--- config.mk ---
export PLATFORM = sky130hd
export DESIGN_NAME = switch_onehot_encoder
export DESIGN_NICKNAME = d
export VERILOG_FILES = /design/src/rtl/switch_onehot_encoder_pkg.sv /design/src/rtl/switch_onehot_encoder_sw_sync.sv /design/src/rtl/switch_onehot_encoder.sv
export SDC_FILE = /design/constraint.sdc
export NUM_CORES = 1
export LEC_CHECK = 0
export ABC_AREA = 1
export CORE_UTILIZATION = 45
export DETAILED_ROUTE_END_ITERATION = 10
export PLACE_DENSITY_LB_ADDON = 0.1
export SETUP_SLACK_MARGIN = 0.02
export SYNTH_ARGS = -nofsm -noshare
export SYNTH_HDL_FRONTEND = slang
export SYNTH_SLANG_ARGS = --single-unit
--- constraint.sdc ---
create_clock -name clk -period 10.65 [get_ports clk]
set_clock_uncertainty 0.05 [all_clocks]
set_input_delay 2.13 -clock clk [delete_from_list [all_inputs] [get_ports clk]]
set_output_delay 2.13 -clock clk [all_outputs]
set_load 0.02 [all_outputs]
--- src/rtl/switch_onehot_encoder_pkg.sv ---
// -----------------------------------------------------------------------------
// switch_onehot_encoder_pkg
// Shared types and helpers for the slide-switch one-hot encoder.
//   state_e         : debounce FSM state encoding (STABLE / SETTLE)
//   onehot_to_code  : 8-bit vector -> 3-bit index of the lowest set bit
//   popcount8       : number of set bits in an 8-bit vector
// -----------------------------------------------------------------------------
package switch_onehot_encoder_pkg;

   typedef enum logic {
      ST_STABLE = 1'b0,
      ST_SETTLE = 1'b1
   } state_e;

   // Scanning from the top down lets the lowest set bit overwrite the result.
   function automatic logic [2:0] onehot_to_code(input logic [7:0] v);
      logic [2:0] c;
      c = '0;
      for (int i = 7; i >= 0; i--) begin
         if (v[i]) c = 3'(i);
      end
      return c;
   endfunction

   function automatic logic [3:0] popcount8(input logic [7:0] v);
      logic [3:0] c;
      c = '0;
      for (int i = 0; i < 8; i++) begin
         c = c + {3'b000, v[i]};
      end
      return c;
   endfunction

endpackage

--- src/rtl/switch_onehot_encoder_sw_sync.sv ---
// -----------------------------------------------------------------------------
// switch_onehot_encoder_sw_sync
// Parameterized-width two-flop synchronizer for asynchronous switch levels.
// Ports:
//   i_clk  : destination clock
//   i_rst  : synchronous, active-high reset (clears both stages)
//   i_d    : asynchronous input bus
//   o_q    : synchronized bus (second flop stage)
// -----------------------------------------------------------------------------
module switch_onehot_encoder_sw_sync #(
   parameter int W = 8
) (
   input  logic         i_clk,
   input  logic         i_rst,
   input  logic [W-1:0] i_d,
   output logic [W-1:0] o_q
);

   logic [W-1:0] r_meta;
   logic [W-1:0] r_sync;

   always_ff @(posedge i_clk) begin
      if (i_rst) begin
         r_meta <= '0;
         r_sync <= '0;
      end else begin
         r_meta <= i_d;
         r_sync <= r_meta;
      end
   end

   assign o_q = r_sync;

endmodule

--- src/rtl/switch_onehot_encoder.sv ---
// -----------------------------------------------------------------------------
// switch_onehot_encoder
// Synchronizes and debounces 8 slide switches, then encodes the accepted
// vector to a 3-bit index with valid/err flags and a change strobe.
//
// state   | meaning
// --------+----------------------------------------------------------------
// STABLE  | synchronized switches match the accepted vector
// SETTLE  | a new candidate vector is being timed for DEBOUNCE_CYCLES clocks
//
// Ports:
//   clk     : 100 MHz system clock
//   resetSW : synchronous, active-high reset
//   sw      : raw asynchronous switch levels
//   code    : index of the set bit (held when no single bit is set)
//   valid   : accepted vector has exactly one bit set
//   err     : accepted vector has two or more bits set
//   strobe  : one-cycle pulse when {valid, err, code} changes
//
// Build option: SWITCH_PRIORITY_RESOLVE_EN resolves multi-bit vectors to the
// lowest set index (valid=1, err=0) instead of flagging an error.
// -----------------------------------------------------------------------------
module switch_onehot_encoder
   import switch_onehot_encoder_pkg::*;
#(
   parameter int DEBOUNCE_CYCLES = 1_000_000,
   parameter int CNT_W           = 20
) (
   input  logic       clk,
   input  logic       resetSW,
   input  logic [7:0] sw,
   output logic [2:0] code,
   output logic       valid,
   output logic       err,
   output logic       strobe
);

   localparam logic [CNT_W-1:0] CNT_LAST = CNT_W'(DEBOUNCE_CYCLES - 1);

   logic [7:0]       w_sync2;
   logic [7:0]       r_accepted;
   logic [7:0]       r_candidate;
   logic [CNT_W-1:0] r_cnt;
   state_e           r_state;

   logic [2:0]       r_code;
   logic             r_valid;
   logic             r_err;
   logic             r_strobe;

   logic [3:0]       w_pop;
   logic [2:0]       w_code_nxt;
   logic             w_valid_nxt;
   logic             w_err_nxt;
   logic             w_changed;

   switch_onehot_encoder_sw_sync #(.W(8)) u_sw_sync (
      .i_clk (clk),
      .i_rst (resetSW),
      .i_d   (sw),
      .o_q   (w_sync2)
   );

   always_ff @(posedge clk) begin
      if (resetSW) begin
         r_state     <= ST_STABLE;
         r_accepted  <= '0;
         r_candidate <= '0;
         r_cnt       <= '0;
      end else begin
         case (r_state)
            ST_STABLE: begin
               if (w_sync2 != r_accepted) begin
                  r_candidate <= w_sync2;
                  r_cnt       <= '0;
                  r_state     <= ST_SETTLE;
               end
            end
            ST_SETTLE: begin
               // Returning to the accepted value is a glitch, not a change.
               if (w_sync2 == r_accepted) begin
                  r_state <= ST_STABLE;
               end else if (w_sync2 != r_candidate) begin
                  r_candidate <= w_sync2;
                  r_cnt       <= '0;
               end else if (r_cnt == CNT_LAST) begin
                  r_accepted <= r_candidate;
                  r_state    <= ST_STABLE;
               end else begin
                  r_cnt <= r_cnt + 1'b1;
               end
            end
            default: r_state <= ST_STABLE;
         endcase
      end
   end

   assign w_pop = popcount8(r_accepted);

   always_comb begin
      w_valid_nxt = 1'b0;
      w_err_nxt   = 1'b0;
      w_code_nxt  = r_code;
      if (w_pop == 4'd1) begin
         w_valid_nxt = 1'b1;
         w_code_nxt  = onehot_to_code(r_accepted);
      end else if (w_pop >= 4'd2) begin
`ifdef SWITCH_PRIORITY_RESOLVE_EN
         w_valid_nxt = 1'b1;
         w_code_nxt  = onehot_to_code(r_accepted);
`else
         w_err_nxt   = 1'b1;
`endif
      end
   end

   assign w_changed = {w_valid_nxt, w_err_nxt, w_code_nxt} != {r_valid, r_err, r_code};

   always_ff @(posedge clk) begin
      if (resetSW) begin
         r_code   <= '0;
         r_valid  <= 1'b0;
         r_err    <= 1'b0;
         r_strobe <= 1'b0;
      end else begin
         r_code   <= w_code_nxt;
         r_valid  <= w_valid_nxt;
         r_err    <= w_err_nxt;
         r_strobe <= w_changed;
      end
   end

   assign code   = r_code;
   assign valid  = r_valid;
   assign err    = r_err;
   assign strobe = r_strobe;

endmodule

After elaboration in Yosys (flattened, before gate mapping) --
Cells that the tools add are included.
Word-level totals: register bits 59, input port bits 10, output and inout bits 6
Operators by class: add/subtract/negate cells 8, $lt $le $gt $ge 1, eq/ne operators 10, mux-type cells 26, bitwise operators 3, reduce and logical (&&, ||, !) cells 3
Operators by type and width (number):
- $mux 20 | 4
- $pmux 20 s2 | 1
- $mux 3 | 9
- $mux 8 | 3
- $add 20x1->20 const B | 1
- $eq 20x20->1 const B | 1
- $add 4x1->4 | 4
- $ne 8x8->1 | 2
- $pmux 8 s2 | 1
- $eq 8x8->1 | 1
- $mux 1 | 7
- $reduce_and 3->1 | 2
- $ne 5x5->1 | 1
- $add 3x1->4 | 1
- $eq 4x1->1 const B | 1
- $ge 4x2->1 const B | 1
- $ne 2x2->1 const B | 2
- $reduce_and 4->1 | 1
- $add 2x1->3 | 1
- $ne 3x3->1 const B | 1
- $not 1->1 | 3
- $add 1x1->2 | 1
- $ne 2x1->1 const B | 1
- $pmux 1 s2 | 1

Depth between registers and ports, before layout --
depth after elaboration 11, mapped depth 18, mapped depth without buffers 18

Cells and area by module --
A second synthesis with hierarchy kept.
Unflattened totals: cell total of the unflattened synthesis 416, area, all modules 2879.0 µm²
By module, submodules not included:
- switch_onehot_encoder | instances 1, cells each 366, area an instance 2404.8 µm²
- switch_onehot_encoder_sw_sync | instances 1, cells each 50, area an instance 474.2 µm²

Worst setup path after synthesis --
OpenSTA, ideal clock, no wires.
path type reg2reg, from register r_accepted[0], to register r_strobe, in the netlist strobe, library setup time 0.128 ns, arrival time 3.412 ns, data required time 10.472 ns, setup slack 7.061 ns, stages on the path, launching flop included 18, buffers on the path 0, clock period less this slack 3.589 ns, cell sequence dfxtp_1 > inv_2 > fa_1 > fa_1 > fa_1 > inv_1 > ha_1 > inv_1 > fa_1 > inv_1 > nor2_1 > nand3_1 > nor2_1 > nand2_1 > nand3_1 > nand3_1 > nor2_1 > nor2_1
Between the ends: word-level cells in the longest chain between the ends 11, elaborated cells between the ends (all ways) 15, those cells by class add/sub: 7; order compare: 1; eq/ne: 2; mux: 5
RTL lines:
- start, declared | RTL line switch_onehot_encoder.sv:41 | logic [7:0] r_accepted;
- start signal, assigned | RTL line switch_onehot_encoder.sv:87 | r_accepted <= r_candidate;
- $add 1x1->2 | RTL line switch_onehot_encoder_pkg.sv:29 | c = c + {3'b000, v[i]};
- $add 2x1->3 | RTL line switch_onehot_encoder_pkg.sv:29
- $add 3x1->4 | RTL line switch_onehot_encoder_pkg.sv:29
- $add 4x1->4 (4 in series) | RTL line switch_onehot_encoder_pkg.sv:29
- $ge 4x2->1 | RTL line switch_onehot_encoder.sv:107 | end else if (w_pop >= 4'd2) begin
- $mux 1 | RTL line switch_onehot_encoder.sv:107
- $mux 1 | RTL line switch_onehot_encoder.sv:104 | if (w_pop == 4'd1) begin
- $ne 5x5->1 * | RTL line switch_onehot_encoder.sv:117 | assign w_changed = {w_valid_nxt, w_err_nxt, w_code_nxt} != {r_valid, r_err, r_code};
- end signal, assigned | RTL line switch_onehot_encoder.sv:129 | r_strobe <= w_changed;
- end, declared | RTL line switch_onehot_encoder.sv:49 | logic r_strobe;
Mark *: on every way between the ends. The rest lies on a longest branch, timed or not. A chain may end at the register's enable or synchronous reset.

Worst setup path in the final report --
Same ends and word-level chain as after synthesis.

==> reports/qor.csv <==
stage;metric;value;unit
power_and_ir_drop;Internal Power;406.8;uW
global_route;pin count of the biggest net entering global routing;36;
drt;antenna-violating nets left;0;
power_and_ir_drop;highest ir drop seen on vdd;0.06295;mV
die;cell row count;31;
sta;final setup violation count;0;
setup_path;maximum fanout along the worst path;6;
setup_path;required time of the critical path;10.81;ns
global_route;leftover overflow at the end of global routing;0;
layout;diodes inserted;0;
yosys;top area cells in the synthesized netlist;dfxtp_1 34%, nand2_1 15%, nor2_1 10%, inv_1 9.2%, nand3_1 5.4%;
outcome;status;completed;
setup_path;Arrival @ worst endpoint;4.03;ns
layout;fin nets;562;
drt;routed wire length;7450;um
drt;via total after detailed routing;3130;
yosys;cell area after synthesis;3443;um2
sta;worst slew slack as a fraction of its limit;65.00;%
layout;Filler Cells Inserted;727;
drt;routed vias/inst;4.830;
drt;highest metal layer with signal wires;met4;
yosys;number of synthesis warnings;0;
global_route;wire length of the first global-routing pass;12590;um
hold_path;HP Class;reg2reg;
drt;total length of routed met2 wires;2981;um
power_and_ir_drop;share of total power in the clock network;46.8;%
cts;maximum buffer depth of the clock tree;2;
drt;DR iter-0 viols;193;
layout;area added between synthesis and finish;12.65;%
cts;number of sinks handled by clock tree synthesis;59;
die;Initial Utilization;46.97;%
die;die area;8006;um2
sta;Slew Viols, Final;0;
placed_design;number of buffers inserted by port buffering;15;
setup_path;category of the most critical setup path;reg2reg;
die;boundary pin count;16;
die;standard cell core area;7331;um2
power_and_ir_drop;Switching Power;133.0;uW
cts;hold buffers post-CTS;0;
layout;final non-filler cell area;3879;um2
global_route;initial antenna violation count;0;
sta;final worst-path cycle share;36.33;%
cts;clock insertion delay at the later pin of the skew report;0.33;ns
sta;slew of the pin with the lowest slew margin;0.5244;ns
global_route;vias in the first global route;2645;
placed_design;dpl cell area;3637;um2
placed_design;Placer Congestion;0.8709;
cts;H-Tree Level Count;3;
sta;final worst path period need;3.869;ns
power_and_ir_drop;pwr/cell area;139.2;nW/um2
yosys;library cell with the largest summed area after synthesis;dfxtp_1;
cts;number of setup buffers added after CTS;0;
cts;clock tree from TritonCTS;yes;
placed_design;half-perimeter wire length after placement;5475;um
flow_run;reported max-cap violation count;0;
sta;top achievable clock speed;258.5;MHz
yosys;syn nets;548;
yosys;syn avg cell area;6.497;um2
power_and_ir_drop;switching share of total power;24.63;%
setup_path;crit path launch type;flop;
drt;met3 wirelength from detailed routing;304;um
power_and_ir_drop;portion of total power attributed to sequential cells;43.1;%
drt;DRC Markers;0;
yosys;share of synthesized area occupied by flip-flops and latches;34.30;%
drt;routed length per instance;11.50;um
die;die extent in y;89.48;um
power_and_ir_drop;share of total power in combinational logic;10.1;%
drt;Met1 Wirelength;4110;um
layout;share of final-layout standard cells stronger than drive strength 1;8.743;%
sta;setup repair after global routing missed its margin;no;
sta;final-report hold violation count;0;
cts;count of instances resized after the clock tree is built;0;
cts;Worst-path clk slew;0.07;ns
global_route;total track usage;20.79;%
sta;Setup TNS Final;0;ns
yosys;flip-flop and latch count after synthesis;59;
cts;clock root buffer;clkbuf_8;
power_and_ir_drop;reported leakage power;0.001785;uW
yosys;fraction of synthesized cell area taken by the top area cell type;34.30;%
setup_path;category of the worst setup path capture point;flop;
die;overall die width;89.48;um
drt;first-pass iteration count of the detailed router;4;
yosys;Cell variety after synth;35;
yosys;cell count after synthesis;530;
cts;Inserted Clock Buffers;9;
-- Yosys cell counts --
| cell type | n |
|---|---|
| a211oi_1 | 1 |
| a21oi_1 | 18 |
| a21oi_2 | 3 |
| and2_1 | 1 |
| and3_1 | 1 |
| buf_1 | 1 |
| buf_2 | 4 |
| buf_4 | 1 |
| buf_6 | 4 |
| clkbuf_1 | 3 |
| dfxtp_1 | 59 |
| fa_1 | 4 |
| ha_1 | 4 |
| inv_1 | 84 |
| inv_2 | 7 |
| nand2_1 | 137 |
| nand2_2 | 4 |
| nand2_4 | 2 |
| nand3_1 | 37 |
| nand3_2 | 4 |
| nand3_4 | 2 |
| nand3b_1 | 2 |
| nand3b_4 | 1 |
| nand4_1 | 23 |
| nand4_2 | 1 |
| nor2_1 | 92 |
| nor2_2 | 5 |
| nor2_4 | 2 |
| nor2_8 | 1 |
| nor3_1 | 6 |
| o211ai_1 | 1 |
| o21ai_0 | 9 |
| o21bai_1 | 1 |
| xnor2_1 | 2 |
| xor2_1 | 3 |
-- per-layer routing --
| metal | track usage, % | vias to the layer above |
|---|---|---|
| met5 | 0 | - |
| met3 | 5.263 | 5 |
| met1 | 31.92 | 1418 |
| met2 | 28.73 | 41 |
| li1 | - | 1666 |
| met4 | 4.762 | 0 |
-- placed cells by master (no fill, tap or decap), types with 2 or more instances in the layout --
cell,count
nand2_1,137
nor2_1,92
inv_1,84
dfxtp_1,59
nand3_1,37
nand4_1,23
a21oi_1,18
clkdlybuf4s50_1,15
clkbuf_8,10
o21ai_0,9
inv_2,7
nor3_1,6
nor2_2,5
nand2_2,4
nand3_2,4
fa_1,4
ha_1,4
xor2_1,3
a21oi_2,3
bufinv_16,3
xnor2_1,2
nand3_4,2
nand2_4,2
nor2_4,2
nand3b_1,2
clkinv_2,2
-- worst paths after layout --
check | cells past startpoint | slack (ns) | startpoint | end
hold reg to reg | 2 | 0.35 | u_sw_sync.r_meta[1]$_SDFF_PP0_ | u_sw_sync.o_q[1]$_SDFF_PP0_
hold / removal | 2 | 0.35 | u_sw_sync.r_meta[1]$_SDFF_PP0_ | u_sw_sync.o_q[1]$_SDFF_PP0_
setup reg to reg | 17 | 6.78 | r_accepted[0]$_SDFFE_PP0P_ | strobe$_SDFF_PP0_
setup / recovery | 17 | 6.78 | r_accepted[0]$_SDFFE_PP0P_ | strobe$_SDFF_PP0_
-- through the flow --
step | total power (uW) | std cells | util, % | hold WS, ns | setup slack [ns]
floorplan | 280.8 | 530 | - | 0.3383 | 7.061
CTS | 544.9 | 648 | 52.91 | 0.3552 | 6.772
detailed placement | 292.6 | 632 | 49.62 | 0.3456 | 6.706
global placement | 291.6 | 632 | 49.62 | 0.3441 | 6.735
finish | 539.8 | 648 | 52.91 | 0.3533 | 6.781
global route | 563.9 | 648 | 52.91 | 0.3615 | 6.522
-- sequential cells by signal (all words and copies together), names as in the netlist --
register	cells
strobe	1
u_sw_sync.r_meta	8
code	3
err	1
r_cnt	20
r_accepted	8
r_candidate	8
r_state	1
u_sw_sync.o_q	8
valid	1
-- layout make-up --
class / count / area, um2 / share of cell area [%]
Multi-Input combinational cell: 367 / 1833 / 47.26
Sequential cell: 59 / 1181 / 30.45
Inverter: 91 / 341.6 / 8.806
Timing Repair Buffer: 16 / 157.7 / 4.065
Clock buffer: 11 / 141.4 / 3.645
Tap cell: 99 / 123.9 / 3.194
Clock inverter: 5 / 100.1 / 2.581
-- cell families after synthesis --
family,count (synthesis),share of synthesized area [%]
and+or+nand+nor,321,42.84
DFF,59,34.30
AOI/OAI and AO/OA,33,5.342
xor gates and xnor gates,5,1.272
buffers and inverters,104,12.46
adders and majority gates,8,3.779
-- critical path: stages (launching register included) --
cell     delay (ns)
dfxtp_1        0.39
inv_2          0.07
fa_1           0.55
fa_1           0.43
fa_1           0.44
inv_1          0.06
ha_1           0.18
inv_1          0.06
fa_1           0.52
inv_1          0.05
nor2_1         0.21
nand3_1        0.23
nor2_1         0.18
nand2_1        0.09
nand3_1        0.07
nand3_1        0.06
nor2_1         0.09
nor2_1         0.04
-- power by group through the flow --
stage | registers (uW) | clock network [uW] | logic (uW)
final | 233 | 252 | 54.6
after global routing | 233 | 268 | 62.5
after CTS | 233 | 257 | 55.1
after detailed placement | 238 | 0 | 54.9
after global placement | 238 | 0 | 54.0
after floorplan | 236 | 0 | 44.8
No activity file was read; power rests on OpenSTA's default activity.
